**config.mk**
```make
export PLATFORM = sky130hd
export DESIGN_NAME = dcache_wb
export DESIGN_NICKNAME = d
export VERILOG_FILES = /design/src/rtl/dcache_wb.sv
export SDC_FILE = /design/constraint.sdc
export NUM_CORES = 2
export LEC_CHECK = 0
export CAP_MARGIN = 15
export CORE_ASPECT_RATIO = 1.4
export CORE_UTILIZATION = 56
export CTS_CLUSTER_DIAMETER = 100
export CTS_CLUSTER_SIZE = 40
export DETAILED_ROUTE_END_ITERATION = 10
export MAX_ROUTING_LAYER = met4
export PLACE_DENSITY_LB_ADDON = 0.3
export SKIP_CTS_REPAIR_TIMING = 1
export SLEW_MARGIN = 25
export SYNTH_ARGS = -nofsm -noshare
export SYNTH_HDL_FRONTEND = slang
export SYNTH_SLANG_ARGS = --single-unit
export TNS_END_PERCENT = 30
```
**constraint.sdc**
```tcl
create_clock -name clock -period 23.2 [get_ports clock]
set_input_delay 3.48 -clock clock [delete_from_list [all_inputs] [get_ports clock]]
set_output_delay 3.48 -clock clock [all_outputs]
set_load 0.05 [all_outputs]
```
**src/rtl/dcache_wb.sv**
```systemverilog
// dcache_wb: direct-mapped write-back data cache with byte/word access and a
// word-serial miss controller (dirty write-back, then refill).
module dcache_wb #(
  parameter int INDEX_W  = 2,
  parameter int OFFSET_W = 2,
  parameter int ADDR_W   = 32
) (
  input  logic              clock,
  input  logic              reset,
  input  logic              cpu_req,
  input  logic              cpu_we,
  input  logic              cpu_byte,
  input  logic [ADDR_W-1:0] cpu_addr,
  input  logic [31:0]       cpu_wdata,
  output logic [31:0]       cpu_rdata,
  output logic              cpu_ready,
  output logic              mem_req,
  output logic              mem_we,
  output logic [ADDR_W-1:0] mem_addr,
  output logic [31:0]       mem_wdata,
  input  logic [31:0]       mem_rdata,
  input  logic              mem_ack
);
  localparam int LINES = 1 << INDEX_W;
  localparam int WORDS = 1 << OFFSET_W;
  localparam int TAG_W = ADDR_W - INDEX_W - OFFSET_W - 2;
  typedef enum logic [1:0] {IDLE, WRITEBACK, REFILL} state_t;
  state_t state;
  logic [31:0] data [LINES][WORDS];
  logic [TAG_W-1:0] tags [LINES];
  logic [LINES-1:0] valid, dirty;
  logic [OFFSET_W-1:0] cnt;
  logic [TAG_W-1:0] m_tag;
  logic [INDEX_W-1:0] m_idx;
  logic [TAG_W-1:0] a_tag;
  logic [INDEX_W-1:0] a_idx;
  logic [OFFSET_W-1:0] a_word;
  logic [1:0] lane;
  logic [31:0] rword;
  logic [7:0] rbyte;
  logic hit, last;
  always_comb begin
    a_tag  = cpu_addr[ADDR_W-1 -: TAG_W];
    a_idx  = cpu_addr[OFFSET_W+2 +: INDEX_W];
    a_word = cpu_addr[2 +: OFFSET_W];
    lane   = cpu_addr[1:0];
    rword  = data[a_idx][a_word];
    rbyte  = rword[{lane, 3'b000} +: 8];
    hit    = cpu_req && state == IDLE && valid[a_idx] && tags[a_idx] == a_tag;
    last   = &cnt;
    cpu_ready = hit;
    cpu_rdata = (hit && !cpu_we) ? (cpu_byte ? {24'd0, rbyte} : rword) : 32'd0;
    mem_req   = state != IDLE;
    mem_we    = state == WRITEBACK;
    mem_addr  = state == WRITEBACK ? {tags[m_idx], m_idx, cnt, 2'b00} :
                state == REFILL    ? {m_tag, m_idx, cnt, 2'b00} : '0;
    mem_wdata = state == WRITEBACK ? data[m_idx][cnt] : 32'd0;
  end
  // The miss address is latched so the transfer finishes even if the core drops its request.
  always_ff @(posedge clock or posedge reset) begin
    if (reset) begin
      state <= IDLE;
      cnt   <= '0;
      valid <= '0;
      dirty <= '0;
      m_tag <= '0;
      m_idx <= '0;
      for (int l = 0; l < LINES; l++) begin
        tags[l] <= '0;
        for (int w = 0; w < WORDS; w++) data[l][w] <= 32'd0;
      end
    end else begin
      case (state)
        IDLE: begin
          if (hit && cpu_we) begin
            if (cpu_byte) data[a_idx][a_word][{lane, 3'b000} +: 8] <= cpu_wdata[7:0];
            else data[a_idx][a_word] <= cpu_wdata;
            dirty[a_idx] <= 1'b1;
          end else if (cpu_req && !hit) begin
            m_tag <= a_tag;
            m_idx <= a_idx;
            if (valid[a_idx] && dirty[a_idx]) state <= WRITEBACK;
            else begin
              state        <= REFILL;
              valid[a_idx] <= 1'b0;
              dirty[a_idx] <= 1'b0;
            end
          end
        end
        WRITEBACK: begin
          if (mem_ack) begin
            cnt <= cnt + 1'b1;
            if (last) begin
              state        <= REFILL;
              valid[m_idx] <= 1'b0;
              dirty[m_idx] <= 1'b0;
            end
          end
        end
        REFILL: begin
          if (mem_ack) begin
            data[m_idx][cnt] <= mem_rdata;
            cnt <= cnt + 1'b1;
            if (last) begin
              tags[m_idx]  <= m_tag;
              valid[m_idx] <= 1'b1;
              state        <= IDLE;
            end
          end
        end
        default: state <= IDLE;
      endcase
    end
  end
endmodule
```
; Word-level counts from Yosys, hierarchy flattened
; Index checks and enable logic that the tools add are counted.
[word_totals]
ff_bits = 656
inputBits = 102
output_inout_bits = 99
wordCells = 173
[classes]
add_sub_neg = 2
order_cmp = 12
eq_ne = 13
n_shift = 3
n_mux = 75
bitwise = 13
reduce_logical = 29
[ops]
columns = operator, n
row1 = $bwmux W512, 3
row2 = $mux W512, 3
row3 = $pmux W512 S2, 1
row4 = $mux W128, 7
row5 = $demux W128 S2, 3
row6 = $bmux W128 S2, 2
row7 = $mux W32, 12
row8 = $demux W32 S2, 3
row9 = $mux W26, 5
row10 = $bmux W32 S2, 2
row11 = $bmux W26 S2, 2
row12 = $bwmux W104, 1
row13 = $demux W26 S2, 1
row14 = $mux W4, 12
row15 = $shift A8 B7 Y32 const A, 1
row16 = $shiftx A32 B6 Y8, 1
row17 = $shiftx A8 B7 Y32, 1
row18 = $eq A26 B26 Y1, 1
row19 = $and A4 B4 Y4, 4
row20 = $mux W2, 7
row21 = $logic_and A1 B1 Y1, 13
row22 = $ge A3 B3 Y1 const B, 4
row23 = $lt A3 B1 Y1 const B, 4
row24 = $not A2 Y3, 4
row25 = other kinds (30), 50

; Logic depth before layout (Yosys ltp)
[logic_depth]
ltp_word = 11
mapped_depth = 14
mapped_depth_nobuf = 10

; Least setup slack after synthesis
; Ideal clock, no wire load.
[synth_timing]
path_type = input-to-output
startpoint = input cpu_addr[4]
endpoint = output cpu_rdata[5]
t_arrival_ns = 6.710
required_time_ns = 19.720
setup_slack_ns = 13.010
path_stages = 11
n_path_buf = 5
path_cell_list = buf_6 buf_2 buf_2 buf_1 buf_1 mux4_2 mux4_2 nor2_1 nor2_1 o22ai_1 a211oi_1
[synth_between]
elab_chain_cells = 10
word_cells_on_any_way = 19
classes_between = eq/ne: 1 / shift: 1 / mux: 13 / bitwise: 1 / reduce/logical: 3
[synth_lines]
columns = element, line
row1 = "start, declared", 13  ; input logic [ADDR_W-1:0] cpu_addr,
row2 = $not A2 Y3 (implied by the code), "47, 49"
row3 = $bmux W128 S2, 47  ; rword = data[a_idx][a_word];
row4 = $mux W128 (implied by the code) (2 in a row), 47
row5 = $bmux W32 S2, 47
row6 = $mux W32 (implied by the code) (2 in a row), 47
row7 = $shiftx A32 B6 Y8, 48  ; rbyte = rword[{lane, 3'b000} +: 8];
row8 = $mux W32, 52  ; cpu_rdata = (hit && !cpu_we) ? (cpu_byte ? {24'd0, rbyte} : rword) : 32'd0;
row9 = $mux W32 (*), 52
row10 = "end, declared", 15  ; output logic [31:0] cpu_rdata,
; Every way passes the cells marked *; elsewhere a longest branch is shown, timed or not. The select of a mux whose other input is x is not followed.

; Worst setup path in the final report
[layout_timing]
startpoint = input cpu_addr[5]
endpoint = output cpu_rdata[13]
[layout_between]
elab_chain_cells = 9
word_cells_on_any_way = 18
classes_between = eq/ne: 1 / mux: 13 / bitwise: 1 / reduce/logical: 3
[layout_lines]
columns = element, line
row1 = $not A2 Y3 (implied by the code), "47, 49"
row2 = $bmux W128 S2, 47
row3 = $mux W128 (implied by the code) (2 in a row), 47
row4 = $bmux W32 S2, 47
row5 = $mux W32 (implied by the code) (2 in a row), 47
row6 = $mux W32, 52
row7 = $mux W32 (*), 52
; Marked as above.

==> reports/results.ini <==
[outcome]
outcome = completed

[yosys]
netlist_area_um2 = 42800
netlist_instances = 3136
yosys_most_used_dff = dfrtp_1
async_reset_ff_share_pct = 100.0
synth_area_leader_cell = dfrtp_1
ys_ff_latch = 656
syn-mean-instance-area_um2 = 13.65
ys_warn_count = 0
yosysTopAreaCellShare_pct = 38.35
ys_types = 58
synth-edff-count = 0
ys_top_cells_by_area = dfrtp_1, mux4_2, mux2_4
synth_seq_area_share_pct = 38.35

[worst_setup_path]
path_class = input port to output pin
cp_slowest_cell = clkdlybuf4s50_1
cp_top_family = buffers and inverters
cp_data_required_time_ns = 19.72
worstPathArrival_ns = 8.85
path_buf_inv = 4
path_cells = buf_8, buf_6, mux2i_1, xor2_1, a32oi_1, or4_1, nor4_2, nand3b_2, nor2_2, buf_4, and2_1, clkdlybuf4s50_1
worstPathMaxFanout = 82
worstSetupStartpointType = input port
rrSetupSlack_ns = 17.81
cp-end-kind = output pin
slowest_delay_ns = 0.81

[global_routing]
grt-busiest-layer = met2
use_met2_pct = 61.00
antenna_found_initial = 9
grt.met1_usage_pct = 48.10
grt_start_max_net_pins = 179
globalRouteTotalUtil_pct = 41.21
grt_pass1_wl_um = 227000
grt_use_met3_pct = 12.26
grt_pass1_vias = 33770
overflow = 0

[floorplan]
die-area_um2 = 77550
rows = 119
start_util_pct = 56.70
io-pin-count = 201
die_h_um = 329.1
die_w_um = 235.7
core_area_um2 = 75490

[timing]
slew_headroom_pct = 23.30
rsz0062_at_grt = false
setup_slack_ns = 10.87
tightest_slew_ns = 1.148
tns_ns = 0
setup_viol = 0
finalCritPeriodShare_pct = 53.16
fin_crit_ns = 12.33
fmax_ghz = 0.08108
finalClockSkew_ns = 0.06204
whs_ns = 0.5378
finalMaxSlewViolations = 0
finalHoldViolations = 0

[pwr]
power_mw = 4.277
peakVddDrop_v = 0.0001198
power_density_nw_per_um2 = 92.06
cellLeakagePower_nw = 19.93

[clock_network]
cts_max_path_buffers = 3
clkTransAtPathRegs_ns = 0.09
cts_buffers = 24
numClockSinks = 656
cts_tree = yes
htreeDepth = 1
clk-insertion-delay-late_ns = 0.66
cts_root_buffer = clkbuf_16

[routing]
viasPerCell = 7.830
wirelength_um = 155100
wl_per_cell_um = 37.48
drt-initial-drc-count = 4233
dr.pass1.iters = 8
drc = 0
ant_nets = 0
num_vias = 32390

[place]
numPortBuffers = 198
gp_congestion = 0.9688
placed_cells = 4085
dp_slack_ns = 10.56
post-dp-hpwl_um = 94690
placed_area_um2 = 45500

[final_layout]
syn_to_final_growth_pct = 8.554
fillCellCount = 5631
nets = 3258
layout_common_cells = dfrtp_1, o22ai_1, mux2_4, mux4_2, clkdlybuf4s50_1
drive_above_1_share_pct = 39.30
design_area_um2 = 46460
post-route-util_pct = 61.55
multi_input_area_um2 = 25090
regArea_um2 = 16420
final_common_cell = dfrtp_1
instances_no_fill = 4137

[hold_path]
hold_path_class = register to register

[job]
maxCapViolations = 0

registers in the layout, indices dropped and copies added (netlist names), named ones only:
register  cells
valid         4
data        512
state         2
m_idx         2
tags        104
cnt           2
m_tag        26
power by group:
part | internal (mW) | total, mW | switching, mW
combinational | 0.816 | 2.07 | 1.26
sequential | 1.34 | 1.55 | 0.206
clock | 0.235 | 0.654 | 0.419
total | 2.40 | 4.28 | 1.88
cell families after synthesis:
group                    count (synthesis)  share of synthesized area (%)
other                                    1                       0.008761
AO/OA/AOI/OAI                          694                          10.02
XOR/XNOR                                35                         0.7513
multiplexers                          1036                          40.88
AND/OR/NAND/NOR                        376                          6.364
flip-flops                             656                          38.35
adder cells (fa/ha/maj)                 12                         0.3508
buffers and inverters                  326                          3.274
synthesized netlist by cell type, types with 2 or more instances:
library cell,n
dfrtp_1,656
o22ai_1,529
mux2_4,480
mux4_2,361
clkbuf_1,243
mux2_2,166
nand2_1,139
o21ai_0,102
nand2_8,60
and2_1,58
nor2_1,47
buf_1,38
mux2i_1,29
nand3_1,27
xnor2_1,26
a22oi_1,24
buf_2,14
ha_1,12
a211oi_1,11
inv_1,11
nand4_1,10
a21oi_1,9
nor2b_1,9
buf_12,7
buf_4,7
xor2_1,7
nor4_1,5
o31ai_1,4
a31oi_1,3
nor3_1,3
nor3b_1,3
o211ai_1,3
a32oi_1,2
clkinv_1,2
nand2b_1,2
nor4_2,2
or3_1,2
or4_1,2
xnor2_2,2
per-layer routing:
metal | share of wire [%] | wire, um | vias up
li1 | - | - | 12390
met1 | 34 | 52030 | 16450
met2 | 45 | 70090 | 2677
met3 | 13 | 19590 | 873
met4 | 8.6 | 13360 | 0
met5 | 0 | 0 | -
worst reg2reg max path, stage by stage (launching register included):
cell,delay [ns]
dfrtp_1,0.45
inv_1,0.14
ha_4,0.79
buf_4,0.62
inv_1,0.34
nor2_1,0.22
a32o_4,0.87
buf_4,0.66
buf_16,0.34
nand2_1,0.46
mux2_2,0.43
worst paths after layout:
check,startpoint,to,depth (start not counted)
setup reg to reg,state[0],data[224],10
hold reg to reg,tags[55],tags[55],1
setup / recovery,cpu_addr[5],cpu_rdata[13],12
min in group asynchronous,reset,data[501],2
hold / removal,tags[55],tags[55],1
max in group asynchronous,reset,data[483],7
cell type report:
| type | instances | area share, % |
|---|---|---|
| diodes | 11 | 0.05924 |
| clock inverters | 13 | 0.5009 |
| inverters | 14 | 0.1293 |
| flip-flops and latches | 656 | 35.35 |
| clock buffers | 27 | 1.406 |
| well taps | 968 | 2.607 |
| repair buffers | 293 | 5.946 |
| multi-input cells | 2155 | 54.00 |
No activity file was read; power rests on OpenSTA's default activity.
